<file path="src/rtl/fetch_pkg.sv">
// Shared types and constants for the instruction fetch stage.
package fetch_pkg;

  localparam int INSTR_W = 16;
  localparam int ADDR_W  = 16;
  localparam logic [ADDR_W-1:0] RESET_PC_DEFAULT = 16'h0000;

  typedef enum logic [1:0] {
    IDLE,
    FETCH,
    HALTED
  } fetch_state_t;

  typedef struct packed {
    logic [ADDR_W-1:0]  pc;
    logic [INSTR_W-1:0] instr;
  } fetch_entry_t;

  // Fold an arbitrary target address into the instruction memory range.
  function automatic logic [ADDR_W-1:0] wrap_pc(input logic [ADDR_W-1:0] pc,
                                                 input int unsigned     depth);
    return ADDR_W'(32'(pc) % depth);
  endfunction

endpackage

</file>
<file path="src/rtl/fetch_buffer.sv">
// Two-entry FIFO of fetched {pc, instr} pairs; head is presented straight from a register.
module fetch_buffer
  import fetch_pkg::*;
(
  input  logic         clk,
  input  logic         rst_n,
  input  logic         push,
  input  logic         pop,
  input  logic         flush,
  input  fetch_entry_t push_entry,
  output fetch_entry_t head,
  output logic         head_valid,
  output logic [1:0]   count
);

  fetch_entry_t ent0_q, ent0_d;
  fetch_entry_t ent1_q, ent1_d;
  logic [1:0]   count_q, count_d;

  // Caller guarantees no push when full and no pop when empty.
  always_comb begin
    ent0_d  = ent0_q;
    ent1_d  = ent1_q;
    count_d = count_q;
    if (flush) begin
      count_d = 2'd0;
    end else begin
      case ({push, pop})
        2'b10: begin
          if (count_q == 2'd0) ent0_d = push_entry;
          else                 ent1_d = push_entry;
          count_d = count_q + 2'd1;
        end
        2'b01: begin
          ent0_d  = ent1_q;
          count_d = count_q - 2'd1;
        end
        2'b11: begin
          if (count_q == 2'd1) begin
            ent0_d = push_entry;
          end else begin
            ent0_d = ent1_q;
            ent1_d = push_entry;
          end
        end
        default: ;
      endcase
    end
  end

  always_ff @(posedge clk or negedge rst_n) begin
    if (!rst_n) begin
      ent0_q  <= '0;
      ent1_q  <= '0;
      count_q <= 2'd0;
    end else begin
      ent0_q  <= ent0_d;
      ent1_q  <= ent1_d;
      count_q <= count_d;
    end
  end

  assign head       = ent0_q;
  assign head_valid = (count_q != 2'd0);
  assign count      = count_q;

endmodule

</file>
<file path="src/rtl/instr_fetch_unit.sv">
// Fetch stage: PC register, fetch state machine and push/redirect arbitration
// in front of a combinational instruction memory.
//
// state  | meaning
// IDLE   | out of reset, waiting one clock before fetching
// FETCH  | fetching one word per cycle while the buffer has room
// HALTED | fetch stopped; buffer drains; only a redirect resumes
module instr_fetch_unit
  import fetch_pkg::*;
#(
  parameter logic [ADDR_W-1:0] RESET_PC   = RESET_PC_DEFAULT,
  parameter int unsigned       IMEM_DEPTH = 1024,
  parameter int unsigned       BUF_DEPTH  = 2
) (
  input  logic               clk,
  input  logic               rst_n,
  input  logic               fetch_en,
  output logic [ADDR_W-1:0]  imem_addr,
  input  logic [INSTR_W-1:0] imem_instr,
  input  logic               redirect_valid,
  input  logic [ADDR_W-1:0]  redirect_pc,
  input  logic               halt_req,
  output logic               if_valid,
  output logic [INSTR_W-1:0] if_instr,
  output logic [ADDR_W-1:0]  if_pc,
  input  logic               if_ready,
  output logic               halted
);

  fetch_state_t      state_q, state_d;
  logic [ADDR_W-1:0] pc_q, pc_d;
  logic              push, pop;
  logic [1:0]        count;
  logic              head_valid;
  fetch_entry_t      head, push_entry;

  assign imem_addr  = pc_q;
  assign pop        = head_valid & if_ready;
  assign push       = (state_q == FETCH) & fetch_en & ~redirect_valid & ~halt_req
                      & (count < 2'(BUF_DEPTH));
  assign push_entry = '{pc: pc_q, instr: imem_instr};

  // Redirect outranks everything, including a disabled fetch and a pending halt.
  always_comb begin
    state_d = state_q;
    pc_d    = pc_q;
    if (redirect_valid) begin
      state_d = FETCH;
      pc_d    = wrap_pc(redirect_pc, IMEM_DEPTH);
    end else if (fetch_en) begin
      if (push) pc_d = (32'(pc_q) == IMEM_DEPTH - 1) ? '0 : pc_q + 16'd1;
      case (state_q)
        IDLE:    state_d = FETCH;
        FETCH:   if (halt_req) state_d = HALTED;
        default: ;
      endcase
    end
  end

  always_ff @(posedge clk or negedge rst_n) begin
    if (!rst_n) begin
      state_q <= IDLE;
      pc_q    <= RESET_PC;
    end else begin
      state_q <= state_d;
      pc_q    <= pc_d;
    end
  end

  fetch_buffer u_buf (
    .clk        (clk),
    .rst_n      (rst_n),
    .push       (push),
    .pop        (pop),
    .flush      (redirect_valid),
    .push_entry (push_entry),
    .head       (head),
    .head_valid (head_valid),
    .count      (count)
  );

  assign if_valid = head_valid;
  assign if_instr = head.instr;
  assign if_pc    = head.pc;
  assign halted   = (state_q == HALTED);

endmodule

</file>
<file path="config.mk">
export PLATFORM = sky130hd
export DESIGN_NAME = instr_fetch_unit
export DESIGN_NICKNAME = d
export VERILOG_FILES = /design/src/rtl/fetch_pkg.sv /design/src/rtl/fetch_buffer.sv /design/src/rtl/instr_fetch_unit.sv
export SDC_FILE = /design/constraint.sdc
export NUM_CORES = 1
export LEC_CHECK = 0
export BUFFER_PORTS_ARGS = -buffer_cell sky130_fd_sc_hd__buf_2
export CELL_PAD_IN_SITES_DETAIL_PLACEMENT = 1
export CELL_PAD_IN_SITES_GLOBAL_PLACEMENT = 1
export CORE_ASPECT_RATIO = 0.5
export CORE_MARGIN = 3
export CORE_UTILIZATION = 43
export DETAILED_ROUTE_END_ITERATION = 7
export HOLD_SLACK_MARGIN = 0.12
export PLACE_DENSITY_LB_ADDON = 0.1
export SETUP_SLACK_MARGIN = 0.4
export SKIP_CTS_REPAIR_TIMING = 1
export SYNTH_ARGS = -nofsm -noshare
export SYNTH_HDL_FRONTEND = slang
export SYNTH_SLANG_ARGS = --single-unit
</file>
<file path="constraint.sdc">
create_clock -name clk -period 2.5 [get_ports clk]
set_input_delay 0.5 -clock clk [delete_from_list [all_inputs] [get_ports clk]]
set_output_delay 0.5 -clock clk [all_outputs]
set_load 0.05 [all_outputs]
</file>
==> flow_metrics.env <==
export IMPL_status="completed"
export IMPL_drv_cap=0
export IMPL_syn_area_um2=4390
export IMPL_grt_pass1_wl_mm=20.2
export IMPL_ys_warn_count=0
export IMPL_numPortBuffers=81
export IMPL_worst_slew_pin_slew_ns=0.383
export IMPL_crit_slowest_cell="or4b_4"
export IMPL_dr_first_iter_drc_count=156
export IMPL_routed_top_layer="met4"
export IMPL_crit_buf_inv=2
export IMPL_antenna_cells=0
export IMPL_ctsRootBufferMaster="clkbuf_16"
export IMPL_endpoint_kind="flop"
export IMPL_wl_met2_mm=5.83
export IMPL_start_util_pct=45.3
export IMPL_p_per_area_nw_per_um2=1210
export IMPL_ant_nets=0
export IMPL_setup_slack_ns=0.360
export IMPL_fp_coreArea_um2=9700
export IMPL_drt_total_wl_mm=12.6
export IMPL_ys_seq_elements=84
export IMPL_synth_largest_area_cell="dfrtp_1"
export IMPL_cts_max_path_buffers=2
export IMPL_vias_per_cell=5.64
export IMPL_met3WireLength_um=616
export IMPL_die_h_um=77.5
export IMPL_layout_nets=562
export IMPL_tns_ns=0
export IMPL_drt_first_pass_iters=4
export IMPL_grt_max_degree=70
export IMPL_cp_top_family="simple AND/OR/NAND/NOR gates"
export IMPL_post_route_min_period_ns=2.14
export IMPL_rows=25
export IMPL_cts_buffers_inserted=9
export IMPL_cp_start_kind="flop"
export IMPL_dp_hpwl_mm=8.18
export IMPL_syn_nets=470
export IMPL_critPathMaxFanout=8
export IMPL_place_ws_ns=0.266
export IMPL_antenna_found_initial=0
export IMPL_fin_skew_ns=0.00630
export IMPL_clock_sinks=84
export IMPL_routedWlPerCell_um=19.1
export IMPL_async_flop_share_pct=100
export IMPL_synth_most_common_cell="dfrtp_1"
export IMPL_crit_type="flop to flop"
export IMPL_syn2layout_area_growth_pct=25.8
export IMPL_synth_avg_cell_area_um2=10.2
export IMPL_critPathArrivalTime_ns=2.36
export IMPL_drive_above_1_share_pct=27.2
export IMPL_leakagePower_nw=2.68
export IMPL_path_cells="or4b_4, o41ai_4, buf_6, clkbuf_16, mux2i_1, o21ai_1"
export IMPL_peakVddDrop_mv=0.444
export IMPL_synth_edf_count=0
export IMPL_max_freq_mhz=467
export IMPL_ys_seq_area_share_pct=47.9
export IMPL_grt_pass1_vias=3855
export IMPL_m1WireLength_mm=6.07
export IMPL_vias=3726
export IMPL_finalSetupViolations=0
export IMPL_grt_overflow_total=0
export IMPL_cp_required_ns=2.72
export IMPL_clk_pin_slew_ns=0.07
export IMPL_synth_common_cells="dfrtp_1, nand2_1, mux2i_1"
export IMPL_synth_cells=429
export IMPL_synth_top_area_share_pct=47.9
export IMPL_hold_viol_final=0
export IMPL_synthTopCellsByArea="dfrtp_1, mux2_1, mux2i_1"
export IMPL_grt_usage_pct=22.1
export IMPL_drc_errors=0
export IMPL_slew_viol_final=0
export IMPL_min_period_over_period_pct=85.6
export IMPL_gp_congestion=0.760
export IMPL_fp_dieArea_um2=11500
export IMPL_cts_tree="built"
export IMPL_htree_num_levels=3
export IMPL_rsz0062_at_grt="yes"
export IMPL_num_io_pins=88
export IMPL_ys_flop_type="dfrtp_1"
export IMPL_slew_headroom_pct=74.2
export IMPL_crit_path_max_incr_delay_ns=0.59
export IMPL_fillerInstances=1101
export IMPL_utilization_pct=56.9
export IMPL_hp_class="input port to flop"
export IMPL_synth_cell_type_count=49
export IMPL_clock_latency_ns=0.34
export IMPL_dieWidth_um=149
final timing paths:
kind / from / end / slack (ns) / depth (start not counted)
max: state_q[1] / u_buf.head[21] / 0.36 / 6
min: redirect_pc[1] / imem_addr[1] / 0.37 / 3
max reg2reg: state_q[1] / u_buf.head[21] / 0.36 / 6
min reg2reg: u_buf.head[8] / u_buf.head[8] / 0.48 / 2
max in group asynchronous: rst_n / u_buf.count[1] / 1.28 / 3
min in group asynchronous: rst_n / u_buf.head[8] / 0.57 / 2
power by group:
part           switching, mW  internal (mW)  leakage (nW)
clock network          0.583          0.985         0.168
logic                   1.93           1.07          1.46
registers              0.298           1.82          1.05
stage by stage:
step | cells | power (mW) | cell area (µm²) | hold slack [ns]
final | 661 | 6.69 | 5520 | 0.366
after global routing | 661 | 7.09 | 5520 | 0.379
after CTS | 652 | 6.54 | 5380 | 0.0189
after detailed placement | 636 | 4.95 | 5030 | 0.383
after global placement | 636 | 4.86 | 5030 | 0.382
after floorplan | 429 | 4.18 | 4390 | 0.204
registers in the layout (all words and copies together) (netlist names):
name          count
u_buf.ent1_q     32
u_buf.head       32
imem_addr        16
state_q           2
u_buf.count       2
layout by cell type, fill, tap and decap left out, drive strengths merged, types with 2 or more instances in the layout:
master,count
clkinv,2
nor4,2
ha,3
clkbuf,11
a2bb2oi,2
a21oi,26
a221o,7
a211o,8
inv,12
a32oi,2
a31oi,2
and4,3
or4b,4
nand3,13
and2,9
buf,111
o32ai,3
nor2,4
and3,11
nand2,60
or3b,2
bufinv,3
xor2,4
or3,3
nand4,7
mux2,33
xnor2,2
dfrtp,84
mux2i,33
nor3,3
o21ai,42
nor2b,2
o21a,2
cells by family (layout without fill, tap and decap cells):
kind of cell    Yosys count  count (layout)  share of synthesized area [%]
mux                      66              66                           16.0
simple gates            127             127                           15.4
xor+xnor                  6               6                           1.20
compound gates           99              99                           14.1
flops                    84              84                           47.9
buf+inv                  44             141                           4.50
fa+ha+maj                 3               3                          0.855
per-layer routing:
layer	up-vias	global-route usage (%)
li1	1736	-
met1	1881	30.4
met2	97	35.8
met3	12	5.54
met4	0	4.38
met5	-	0
tightest hold or removal path: stages:
cell,delay [ns]
buf_2,0.07
nand2_1,0.04
o21ai_0,0.05
cell type report:
type / instances / area (µm²) / share of cell area (%)
Clock buffer: 9 / 225 / 4.08
Clock inverter: 7 / 123 / 2.22
Inverter: 11 / 41.3 / 0.748
Multi-Input combinational cell: 301 / 2120 / 38.5
Sequential cell: 84 / 2100 / 38.1
Tap cell: 135 / 169 / 3.06
Timing Repair Buffer: 114 / 737 / 13.3
Note: power is estimated with default switching activity, not from simulation.
